**config.mk**
```make
export PLATFORM = sky130hd
export DESIGN_NAME = sdpb_ram_param
export DESIGN_NICKNAME = d
export VERILOG_FILES = /design/src/rtl/sdpb_ram_param.sv
export SDC_FILE = /design/constraint.sdc
export NUM_CORES = 1
export LEC_CHECK = 0
export ABC_AREA = 1
export CAP_MARGIN = 20
export CORE_MARGIN = 3
export CORE_UTILIZATION = 56
export CTS_CLUSTER_SIZE = 40
export DETAILED_ROUTE_END_ITERATION = 8
export GPL_ROUTABILITY_DRIVEN = 0
export PLACE_DENSITY = 0.86
export SYNTH_ARGS = -nofsm -noshare
export SYNTH_HDL_FRONTEND = slang
export SYNTH_SLANG_ARGS = --single-unit
```
**constraint.sdc**
```tcl
create_clock -name clk -period 2.1 [get_ports clk]
set_clock_uncertainty 0.05 [all_clocks]
set_input_delay 0.315 -clock clk [delete_from_list [all_inputs] [get_ports clk]]
set_output_delay 0.315 -clock clk [all_outputs]
set_load 0.02 [all_outputs]
```
**src/rtl/sdpb_ram_param.sv**
```systemverilog
// -----------------------------------------------------------------------------
// sdpb_ram_param
// Parametrised single-clock simple dual-port RAM. It has one write port with
// byte enables and one read port. A clear FSM zeroes every word after reset.
// The read path has a valid pulse and an optional second output register,
// gated by oce.
//
// Optional feature (compile-time macro):
//   SDPB_RAM_BYPASS_EN  defined   : write-first forwarding on same-address
//                                   read/write (per byte lane)
//                       undefined : read-before-write (old word returned)
//
// Parameters:
//   DATA_W     data width, multiple of BYTE_W
//   BYTE_W     bits per byte-enable lane
//   ADDR_W     address width, DEPTH = 2**ADDR_W
//   READ_LAT   1 = single read register, 2 = extra oce-gated output register
//   INIT_CLEAR 1 = zero all words after every reset
//
// Ports:
//   clk        clock, rising edge
//   reset      asynchronous active-high reset
//   init_busy  high while the clear FSM runs; both ports are ignored meanwhile
//   wr_en      write request
//   wr_addr    write word address
//   wr_data    write data
//   wr_be      byte enables
//   rd_en      read request
//   rd_addr    read word address
//   oce        output register enable (READ_LAT=2 only)
//   rd_data    read data
//   rd_valid   one-cycle pulse when rd_data carries newly delivered data
// -----------------------------------------------------------------------------
module sdpb_ram_param #(
  parameter int unsigned DATA_W     = 32,
  parameter int unsigned BYTE_W     = 8,
  parameter int unsigned ADDR_W     = 3,
  parameter int unsigned READ_LAT   = 1,
  parameter int unsigned INIT_CLEAR = 1
) (
  input  logic                       clk,
  input  logic                       reset,
  output logic                       init_busy,
  input  logic                       wr_en,
  input  logic [ADDR_W-1:0]          wr_addr,
  input  logic [DATA_W-1:0]          wr_data,
  input  logic [DATA_W/BYTE_W-1:0]   wr_be,
  input  logic                       rd_en,
  input  logic [ADDR_W-1:0]          rd_addr,
  input  logic                       oce,
  output logic [DATA_W-1:0]          rd_data,
  output logic                       rd_valid
);

  localparam int unsigned NB    = DATA_W / BYTE_W;
  localparam int unsigned DEPTH = 1 << ADDR_W;

  typedef enum logic {
    ST_CLEAR,
    ST_READY
  } state_e;

  state_e              state_q;
  logic [ADDR_W-1:0]   clr_cnt_q;
  logic                init_busy_q;
  logic                ready;
  logic                rd_accept;
  logic [DATA_W-1:0]   rd_word;
  logic [DATA_W-1:0]   mem_q [DEPTH];
  logic [DATA_W-1:0]   rd_data_q;
  logic                rd_valid_q;

  // Clear FSM. A reset during the clear restarts it from address 0.
  always_ff @(posedge clk or posedge reset) begin
    if (reset) begin
      state_q     <= (INIT_CLEAR != 0) ? ST_CLEAR : ST_READY;
      clr_cnt_q   <= '0;
      init_busy_q <= (INIT_CLEAR != 0);
    end else begin
      case (state_q)
        ST_CLEAR: begin
          clr_cnt_q <= clr_cnt_q + 1'b1;
          if (&clr_cnt_q) begin
            state_q     <= ST_READY;
            init_busy_q <= 1'b0;
          end
        end
        ST_READY: state_q <= ST_READY;
        default:  state_q <= ST_READY;
      endcase
    end
  end

  assign ready     = (state_q == ST_READY);
  assign init_busy = init_busy_q;
  assign rd_accept = rd_en & ready;

  // Storage. It has no reset, so it can map onto block RAM. The clear port
  // shares the write port.
  always_ff @(posedge clk) begin
    if (state_q == ST_CLEAR) begin
      mem_q[clr_cnt_q] <= '0;
    end else if (wr_en) begin
      for (int unsigned i = 0; i < NB; i++) begin
        if (wr_be[i]) mem_q[wr_addr][i*BYTE_W +: BYTE_W] <= wr_data[i*BYTE_W +: BYTE_W];
      end
    end
  end

  // Read word. By default the array is read before the write commits, so the
  // old word is returned. With forwarding, the lanes being written are taken
  // from wr_data.
  always_comb begin
    rd_word = mem_q[rd_addr];
`ifdef SDPB_RAM_BYPASS_EN
    if (wr_en && ready && (wr_addr == rd_addr)) begin
      for (int unsigned i = 0; i < NB; i++) begin
        if (wr_be[i]) rd_word[i*BYTE_W +: BYTE_W] = wr_data[i*BYTE_W +: BYTE_W];
      end
    end
`endif
  end

  generate
    if (READ_LAT == 2) begin : g_lat2
      logic [DATA_W-1:0] s1_d_q;
      logic              s1_v_q;

      // Stage 1 always captures accepted reads. If it still holds undelivered
      // data while oce is low, the new read overwrites it. The output stage
      // only moves when oce is high.
      always_ff @(posedge clk or posedge reset) begin
        if (reset) begin
          s1_d_q     <= '0;
          s1_v_q     <= 1'b0;
          rd_data_q  <= '0;
          rd_valid_q <= 1'b0;
        end else begin
          if (rd_accept) begin
            s1_d_q <= rd_word;
            s1_v_q <= 1'b1;
          end else if (oce) begin
            s1_v_q <= 1'b0;
          end
          if (oce) begin
            rd_data_q  <= s1_d_q;
            rd_valid_q <= s1_v_q;
          end else begin
            rd_valid_q <= 1'b0;
          end
        end
      end
    end else begin : g_lat1
      logic unused_oce;
      assign unused_oce = oce;

      always_ff @(posedge clk or posedge reset) begin
        if (reset) begin
          rd_data_q  <= '0;
          rd_valid_q <= 1'b0;
        end else begin
          if (rd_accept) rd_data_q <= rd_word;
          rd_valid_q <= rd_accept;
        end
      end
    end
  endgenerate

  assign rd_data  = rd_data_q;
  assign rd_valid = rd_valid_q;

endmodule

```
Word-level counts from Yosys, hierarchy flattened
Memories as Yosys holds them, arrays and structs flattened. A register that Yosys moved wholly into a read port is not among the register bits.
Cells that the tools add are included.
Widths: inputs -> output; s select.
{"block": "word_totals", "n_memories": 1, "reg_bits": 6, "output_inout_bits": 34, "word_cells": 33, "inputBits": 47, "ramBits": 256}
{"name": "mem_q", "words": 8, "width": 32, "read_ports": 1, "rd_clocked_by_memory_dff": 1, "write_ports": 1, "line": "69", "text": "logic [DATA_W-1:0] mem_q [DEPTH];"}
{"block": "op_classes", "n_reduce_logical": 3, "bitwise_logic": 2, "muxes": 22, "addsub": 1}
{"operator": "$mux 32", "n": 1}
{"operator": "$reduce_or 32->1", "n": 1}
{"operator": "$mux 1", "n": 18}
{"operator": "$mux 4", "n": 1}
{"operator": "$reduce_and 4->1", "n": 1}
{"operator": "$add 3x1->3 const B", "n": 1}
{"operator": "$mux 3", "n": 1}
{"operator": "$reduce_and 3->1", "n": 1}
{"operator": "$pmux 1 s2", "n": 1}
{"operator": "$and 1x1->1", "n": 1}
{"operator": "$not 1->1", "n": 1}

Longest topological paths before layout
Gate-level depths: netlist (run 1).
{"block": "depth", "word_depth": 6, "depth_mapped": 9, "depth_no_buf": 7}

Least setup slack after synthesis (run 1)
OpenSTA, ideal clock, no wires.
{"block": "synth_path", "path_type": "register to register", "startpoint": "register state_q, in the netlist ready", "endpoint": "memory mem_q[3][0], enable pin", "t_arrival_ns": 1.390, "required_time_ns": 1.680, "path_buffers": 1, "setup_slack_ns": 0.290, "path_stages_with_launch": 9, "setup_ns": 0.370, "period_less_slack_ns": 1.810, "cell_sequence": "dfrtp_1 > nand2_1 > inv_2 > nand2_2 > buf_6 > nand2_1 > nand2_1 > nand3_1 > nor2_1"}
{"block": "synth_via", "elab_chain_cells": 4, "word_cells_on_any_way": 12, "classes_between": "mux (11); reduce/logical (1)"}
{"item": "from (decl)", "line": "63", "text": "state_e state_q;"}
{"item": "from (signal assigned)", "line": "76", "text": "state_q <= (INIT_CLEAR != 0) ? ST_CLEAR : ST_READY;"}
{"item": "$mux 1", "line": "101", "text": "if (state_q == ST_CLEAR) begin"}
{"item": "$mux 1 (not written as such)", "line": "105", "text": "if (wr_be[i]) mem_q[wr_addr][i*BYTE_W +: BYTE_W] <= wr_data[i*BYTE_W +: BYTE_W];"}
{"item": "$reduce_or 32->1 (no source line)"}
{"item": "$mux 3 (no source line) or $mux 4 (tied branches)"}
{"item": "to (decl)", "line": "69"}
Parallel ways exist; a longest one is shown, timed or not.

Worst setup path in the final report (run 1)
{"block": "layout_path", "startpoint": "register state_q, in the netlist ready", "endpoint": "memory mem_q[7][17], enable pin"}
Same word-level chain as after synthesis.

==> results.txt, run 1 <==
Warnings, synthesis: 0
commonest non-fill, non-tap cell in the layout: nand2_1
final worst path period share: 98.2%
TritonCTS buffer count: 28
crit path time final: 2060 ps
hold_buf cts: 0
Top delay family on crit path: simple AND/OR/NAND/NOR gates
Die Y: 154 um
CTS Sinks: 294
final WL: 27900 um
number of global-route vias before repair: 8827
cts repair resizes: 0
worst path arrival time: 2240 ps
fin util: 69.0%
CP Buf/Inv Count: 2
Worst-path clk slew: 60 ps
crit end category: flop
Syn Nets: 1229
final hold violations: 0
setup slack, reg-to-reg: 40 ps
RSZ-0062 raised after global routing: true
Seq/Total Area, Yosys: 70.1%
startpoint types: flop
global-route wire length before repair: 44300 um
CP Cell Sequence: nand2_1, inv_2, nand2_2, nand2_1, nand2_1, nand3_1, nor2_1, buf_4
Initial Utilization: 57.9%
root buffer cell: clkbuf_16
largest net degree at the start of global routing: 61
synth top area cells: edfxtp_1 62%, nand2_1 12%, dfrtp_1 7.5%
cells after synthesis: 1180
Vias: 8741
P_leak: 6.29 nW
vias per cell: 5.50
crit-path max FO: 9
crit path max-delay cell type: dfrtp_1
synthesized area: 12300 um2
first-iteration detailed-routing DRC count: 976
critical path class: reg2reg
latest clock arrival within the worst-skew pair: 530 ps
post-synth top area cell: edfxtp_1
post-route ant nets: 0
Yosys cell types: 23
Setup crit start: ready
PD cells: 858 nW/um2
DRC Markers: 0
Core Box Area: 21300 um2
CP most frequent cell: nand2_1
placed inst area: 13800 um2
H-tree levels: 1
die width: 154 um
Rows: 53
Design Area, Final: 14700 um2
Max VDD drop: 0.000669 V
Max Cap Violations: 0
ratio of cells with drive above 1 in the final layout: 8.76%
I/O pin count: 81
grt ovf: 0
CTS Buffer Depth: 3
nets: 1340
fin. max-slew vios: 0
most frequent cells in the layout: 410 x nand2_1, 256 x edfxtp_1, 141 x nand3_1
worst-case hold slack: 100 ps
post-CTS setup repair buffer count: 0
Critical Path RT: 2280 ps
slew at the pin closest to its max-slew limit: 706 ps
syn avg cell area: 10.4 um2
Max stage delay on crit path: 420 ps
Seq cells post-synth: 294
ant diodes: 0
Global Route Usage Sum: 23.3%
final number of setup-violating endpoints: 0
fmax: 485 MHz
reg-to-reg endpoint: mem_q[7][17]
Yosys top cell area share: 62.4%
Hold WC Path Type: in2async
dpl hpwl: 17400 um
antenna violations before repair: 0
Buffers on Ports: 79
drt wl/cell: 17.5 um
Crit Reg-Reg Startpoint: ready
Register-to-Register Path Depth: 8
setup TNS: 0 ps
Synth-to-Final Area Change: 19.3%
DRT Pass-1 Iters: 6
die area: 23800 um2
Worst slew margin: 52.9%
status: finished, final reports clean
TritonCTS clock tree: built
metrics by stage:
step	worst slack [ps]	power [W]	cells
final	38.5	0.0126	1588
after global routing	-69.5	0.0130	1588
after CTS	58.7	0.0127	1588
after detailed placement	-270	0.00767	1536
after global placement	-121	0.00764	1536
after floorplan	290	0.00719	1180
area by class of cell:
cell class	instances	area [um2]
fill	1391	6590
clock buffer	38	779
clock inverter	14	159
tap	275	344
multi-input combinational	709	2950
inverter	118	443
sequential	294	8640
timing repair buffer	140	1380
registers in the layout, summed over array words and instances (netlist names):
| signal | flops |
|---|---|
| init_busy | 1 |
| clr_cnt_q | 3 |
| rd_data | 32 |
| mem_q | 256 |
| ready | 1 |
| rd_valid | 1 |
kinds of logic after synthesis:
kind of cell    after synthesis  share of synthesized area (%)
simple gates                668                           21.9
flops                       294                           70.1
buf+inv                     177                           5.97
compound gates               38                           1.73
fa+ha+maj                     2                          0.203
xor+xnor                      1                         0.0711
synth_stat cells:
library cell,instances
edfxtp_1,256
buf_6,3
inv_1,114
o21ai_0,22
nor2_1,112
ha_1,2
dfstp_2,1
nand2_1,410
a21oi_1,4
clkinv_1,1
clkbuf_1,20
nand3b_1,1
buf_2,33
nand2_2,2
o21ai_1,3
xnor2_1,1
dfrtp_1,37
o211ai_1,9
buf_4,2
buf_1,1
or2_2,1
inv_2,3
nand3_1,142
where the power goes:
group          total [W]  switching (W)  internal [W]
sequential       0.00649      0.0000400       0.00645
clock            0.00505        0.00207       0.00298
combinational    0.00108       0.000668      0.000409
worst reg2reg max path: stages (launching register included):
cell and delay (ps):
dfrtp_1 420, nand2_1 100, inv_2 80, nand2_2 170, nand2_1 90, nand2_1 160
nand3_1 230, nor2_1 220, buf_4 230
layer usage:
metal	up-vias	track usage, %	part of all wire, %	wire length, um
li1	4081	-	-	-
met1	4118	29.8	37	10300
met2	454	41.1	52	14400
met3	88	3.36	8.4	2350
met4	0	8.07	2.9	805
met5	-	0	0	0
worst max-delay path by stage:
stage | end | slack (ps) | depth (start not counted)
floorplan | mem_q[3][0] | 290 | 8
global placement | mem_q[1][18] | -120 | 9
detailed placement | mem_q[1][18] | -270 | 9
CTS | init_busy | 60 | 1
global route | mem_q[7][16] | -70 | 8
finish | mem_q[7][17] | 40 | 8
Note: power is estimated with default switching activity, not from simulation.
==> inputs of run 2 (changes only) <==
- CORE_MARGIN: 3 -> not set
==> run 2 against run 1 <==
Clock power up 5.5%; via count about the same; non-clock buffer count down 2; final area about the same; global-route usage increased by 2.1 points; die area decreased by 5.1%; largest cell class unchanged; highest routed layer unchanged.
==> results.txt, run 2 (synthesis results as in run 1) <==
die width: 150 um (-2.6%)
fin util: 69.0% (about the same)
final WL: 27600 um (-0.82%)
Worst slew margin: 49.8% (-3.1 points)
Max VDD drop: 0.000747 V (+12%)
Core Box Area: 21300 um2 (unchanged)
nets: 1339 (-0.075%)
DRT Pass-1 Iters: 5 (-1)
grt ovf: 0 (unchanged)
hold_buf cts: 0 (unchanged)
CTS Sinks: 294 (unchanged)
Die Y: 150 um (-2.6%)
Hold WC Path Type: in2async
crit path time final: 2060 ps (-5.57 ps)
Global Route Usage Sum: 25.4% (+2.1 points)
most frequent cells in the layout: 410 x nand2_1, 256 x edfxtp_1, 142 x nand3_1
Vias: 8738 (-0.034%)
drt wl/cell: 17.4 um (-0.82%)
TritonCTS buffer count: 29 (+3.6%)
overall power: 0.0129 W (+2.1%)
vias per cell: 5.50 (about the same)
root buffer cell: clkbuf_16
die area: 22600 um2 (-5.1%)
RSZ-0062 raised after global routing: true
I/O pin count: 81 (unchanged)
status: finished, final reports clean
post-CTS setup repair buffer count: 0 (unchanged)
ant diodes: 0 (unchanged)
P_leak: 6.28 nW (about the same)
Critical Path RT: 2300 ps (+20 ps)
slew at the pin closest to its max-slew limit: 753 ps (+46.8 ps)
Largest Register: mem_q
Register-to-Register Path Depth: 8 (unchanged)
largest net degree at the start of global routing: 61 (unchanged)
TritonCTS clock tree: built
startpoint types: flop
number of global-route vias before repair: 8779 (-0.54%)
Rows: 53 (unchanged)
Synth-to-Final Area Change: 19.2% (about the same)
Buffers on Ports: 79 (unchanged)
commonest non-fill, non-tap cell in the layout: nand2_1
CTS Buffer Depth: 3 (unchanged)
cts repair resizes: 0 (unchanged)
fmax: 486 MHz (+0.27%)
DRC Markers: 0 (unchanged)
post-route ant nets: 0 (unchanged)
Max Cap Violations: 0 (unchanged)
max reg flops: 256 (unchanged)
Initial Utilization: 57.9% (unchanged)
global-route wire length before repair: 43500 um (-1.8%)
H-tree levels: 1 (unchanged)
crit end category: flop
antenna violations before repair: 0 (unchanged)
worst path arrival time: 2250 ps (about the same)
fin. max-slew vios: 0 (unchanged)
crit-path max FO: 8 (-1)
ratio of cells with drive above 1 in the final layout: 8.68% (-0.076 points)
PD cells: 877 nW/um2 (+2.2%)
final number of setup-violating endpoints: 0 (unchanged)
first-iteration detailed-routing DRC count: 786 (-19%)
final hold violations: 0 (unchanged)
final worst path period share: 97.9% (-0.27 points)
latest clock arrival within the worst-skew pair: 550 ps (+20 ps)
critical path class: reg2reg
Worst-path clk slew: 60 ps (about the same)
filler cell count: 1378 (-0.93%)
dpl hpwl: 16900 um (-2.6%)
setup slack, reg-to-reg: 40 ps (about the same)
run 2: changes by cell type in the layout (fill, tap and decap cells not counted), moves of 2 or more:
| cell | delta |
|---|---|
| buf_12 | -4 |
| buf_4 | +2 |
| bufinv_16 | +2 |
| clkbuf_1 | -7 |
| clkbuf_8 | -2 |
| clkinv_1 | +7 |
run 2: cell type report:
type | instances | area, um2 | area share (%)
multi-input cells | 709 | 2940 | 20.0
flip-flops and latches | 294 | 8640 | 58.8
clock buffers | 29 | 726 | 4.94
clock inverters | 25 | 273 | 1.86
well taps | 275 | 344 | 2.34
repair buffers | 138 | 1320 | 8.98
inverters | 118 | 443 | 3.02
run 2: metrics by stage:
step / setup TNS (ps) / cell area [um2] / instances / hold WS [ps] / setup WS [ps]
floorplan: 0 / 12300 / 1180 / 433 / 290
global placement: -18580 / 13700 / 1534 / 390 / -140
detailed placement: -42830 / 13700 / 1534 / 392 / -222
CTS: 0 / 14700 / 1588 / 7.18 / 70.5
global route: -716 / 14700 / 1588 / 27.6 / -22.6
finish: 0 / 14700 / 1588 / 6.68 / 44.1
run 2: power by group:
group          switching [W]  total [W]  internal [W]
logic               0.000666    0.00106      0.000393
clock network        0.00218    0.00533       0.00315
registers          0.0000392    0.00649       0.00645
total                0.00289     0.0129       0.00999
run 2: layer usage:
metal,vias to the layer above,track usage (%),share of wire (%)
met5,-,0,0
met3,88,4.24,9.3
met4,0,11.1,3.4
met2,472,44.5,51
met1,4100,31.1,37
li1,4078,-,-
run 2: final timing paths:
kind                                     end      start
worst max-delay path            mem_q[2][30]      ready
worst min-delay path             rd_data[18]      reset
worst max register to register  mem_q[2][30]      ready
worst min register to register     init_busy  init_busy
max in group asynchronous        rd_data[28]      reset
min in group clk                   init_busy  init_busy
run 2: critical path: stages, from the launching register on:
cell and delay, ps:
dfrtp_1 430, nand2_1 110, inv_2 80, nand2_2 160, nand2_1 110, nand2_1 170
nand3_1 260, nor2_1 200, buf_4 190
==> inputs of run 3 (changes only) <==
- ABC_AREA: 1 -> not set
==> run 3 against run 2 <==
Combinational power hardly changed; cell count is 29% lower; final area is 2.8% lower; clock power is 0.8% lower; register-to-register slack better by 30 ps; global-route usage is 0.67 points higher; total power is 0.38% lower; worst setup slack worse by 33 ps; sequential cell count stayed put; critical path type is now in2reg.
==> results.txt, run 3 <==
Warnings, synthesis: 0 (unchanged)
Initial Utilization: 57.8% (about the same)
slack of the critical path: 11.5 ps (-32.6 ps)
first-iteration detailed-routing DRC count: 712 (-9.4%)
PD cells: 899 nW/um2 (+2.4%)
ant diodes: 0 (unchanged)
Seq/Total Area, Yosys: 73.1% (+3.0 points)
Syn Nets: 758 (-38%)
top-count cell post-synth: edfxtp_1
Vias: 7170 (-18%)
nets: 885 (-34%)
CTS Sinks: 294 (unchanged)
compound-cell area share of the yosys netlist: 8.35% (+6.6 points)
I/O pin count: 81 (unchanged)
worst path arrival time: 2270 ps (+20 ps)
Yosys top cell area share: 65.1% (+2.7 points)
Seq cells post-synth: 294 (unchanged)
die width: 147 um (-2.0%)
Global Route Usage Sum: 26.1% (+0.67 points)
final worst path period share: 99.5% (+1.6 points)
hold_buf cts: 0 (unchanged)
critical path class: in2reg
Worst slew margin: 55.6% (+5.8 points)
post-synth top area cell: edfxtp_1
fraction of registers with async set/reset: 12.9% (unchanged)
synth cell count leaders: 256 x edfxtp_1, 66 x mux2_2, 64 x mux2i_1
syn avg cell area: 16.7 um2 (+60%)
Max Cap Violations: 0 (unchanged)
worst-case hold slack: 68.8 ps (+62.1 ps)
max reg flops: 256 (unchanged)
Critical Path RT: 2280 ps (-20 ps)
drt wl/cell: 24.7 um (+42%)
crit path time final: 2090 ps (+32.6 ps)
fin. max-slew vios: 0 (unchanged)
grt ovf: 0 (unchanged)
DRT Pass-1 Iters: 5 (unchanged)
synth top area cells: edfxtp_1 65%, dfrtp_1 7.8%, mux2_2 6.3%
antenna violations before repair: 0 (unchanged)
H-tree levels: 1 (unchanged)
synthesized area: 11800 um2 (-4.1%)
prevailing post-synth register cell: edfxtp_1
fmax: 479 MHz (-1.6%)
Max VDD drop: 0.000698 V (-6.4%)
TritonCTS clock tree: built
final hold violations: 0 (unchanged)
largest net degree at the start of global routing: 66 (+8.2%)
Synth Area in Adders: 0.212% (+0.0087 points)
RSZ-0062 raised after global routing: false
vias per cell: 6.36 (+16%)
TritonCTS buffer count: 28 (-3.4%)
Inst Count DP: 1075 (-30%)
Hold WC Path Type: in2async
cts repair resizes: 0 (unchanged)
root buffer cell: clkbuf_16
final WL: 27900 um (+0.85%)
final number of setup-violating endpoints: 0 (unchanged)
largest family of logic cells by synthesized area: multiplexers
Design Area, Final: 14300 um2 (-2.8%)
Core Box Area: 20400 um2 (-4.0%)
cells after synthesis: 709 (-40%)
non-filler cells, final: 1128 (-29%)
Die Y: 147 um (-2.0%)
Buffers on Ports: 79 (unchanged)
placed inst area: 13300 um2 (-2.9%)
crit-path max FO: 8 (unchanged)
ratio of cells with drive above 1 in the final layout: 21.0% (+12 points)
global-route wire length before repair: 42400 um (-2.5%)
die area: 21700 um2 (-4.1%)
latest clock arrival within the worst-skew pair: 530 ps (-20 ps)
most frequent cells in the layout: 256 x edfxtp_1, 78 x clkdlybuf4s50_1, 66 x mux2_2
number of global-route vias before repair: 7405 (-16%)
dpl hpwl: 17000 um (+0.29%)
Post-Synth XOR/XNOR Area: 0.0742% (+0.0031 points)
Largest Register: mem_q
Post-synth EDFFs: 256 (unchanged)
Worst-path clk slew: 60 ps (about the same)
status: finished, final reports clean
Place WS: -410 ps (-188 ps)
post-CTS setup repair buffer count: 0 (unchanged)
DRC Markers: 0 (unchanged)
Synth-to-Final Area Change: 20.9%
slew at the pin closest to its max-slew limit: 664 ps (-88.7 ps)
mux contribution to synthesized area: 11.7% (+12 points)
post-route ant nets: 0 (unchanged)
commonest non-fill, non-tap cell in the layout: edfxtp_1
Yosys cell types: 35 (+52%)
CTS Buffer Depth: 3 (unchanged)
Rows: 52 (-1.9%)
P_leak: 5.47 nW (-13%)
startpoint types: input pin
Post-Synth Simple-Gate Area: 4.23% (-18 points)
crit end category: flop
-- run 3: changes by cell type after synthesis, sizes merged, moves of 33 or more --
cell | before | now
nand3 | 142 | 1
nor2 | 112 | 4
and3 | 0 | 33
mux2 | 0 | 66
inv | 117 | 5
mux2i | 0 | 64
nand2 | 412 | 38
-- run 3: area by class of cell --
| type | count | area, um2 |
|---|---|---|
| inverter | 5 | 18.8 |
| clock inverter | 19 | 221 |
| tap | 270 | 338 |
| sequential | 294 | 8640 |
| timing repair buffer | 140 | 1380 |
| fill | 1201 | 6150 |
| clock buffer | 33 | 761 |
| multi-input combinational | 367 | 2920 |
-- run 3: path summary, 6_finish.rpt --
check | from | to | slack [ps] | cells after the start
min in group clk | init_busy | init_busy | 420 | 1
setup / recovery | wr_be[2] | mem_q[1][6] | 10 | 5
hold / removal | reset | rd_valid | 70 | 2
hold reg to reg | init_busy | init_busy | 420 | 1
max in group asynchronous | reset | rd_data[26] | 1400 | 3
setup reg to reg | ready | mem_q[1][6] | 70 | 5
-- run 3: per-layer routing --
metal  wire length (um)  global-route usage [%]  up-vias  part of all wire (%)
met5                  0                       0        -                     0
met4               1090                    11.0        0                   3.9
met3               2310                    4.25      102                   8.3
met2              13900                    44.3      462                    50
met1              10500                    33.5     3531                    38
li1                   -                       -     3075                     -
-- run 3: critical path, stage by stage --
cell	delay, ps
clkdlybuf4s50_1	530
nor4_2	600
o211ai_1	290
a21oi_1	290
buf_4	240
-- run 3: kinds of logic (layout without fill, tap and decap cells) --
kind of cell / Yosys count / after routing
AOI/OAI and AO/OA: 141 / 141
xor gates and xnor gates: 1 / 1
adders and majority gates: 2 / 2
buffers and inverters: 49 / 197
DFF: 294 / 294
muxes: 130 / 130
and+or+nand+nor: 92 / 93
-- run 3: metrics by stage --
stage / setup TNS (ps) / utilization, % / power, W
after detailed placement: -134340 / 65.0 / 0.00763
after floorplan: 0 / - / 0.00716
after CTS: 0 / 69.8 / 0.0129
final: 0 / 69.9 / 0.0128
after global placement: -99460 / 65.0 / 0.00759
after global routing: 0 / 69.9 / 0.0132
-- run 3: power breakdown --
part	total [W]	switching (W)	leakage, nW	internal (W)
registers	0.00651	0.0000535	3.07	0.00646
clock network	0.00529	0.00210	0.479	0.00320
logic	0.00103	0.000574	1.91	0.000452
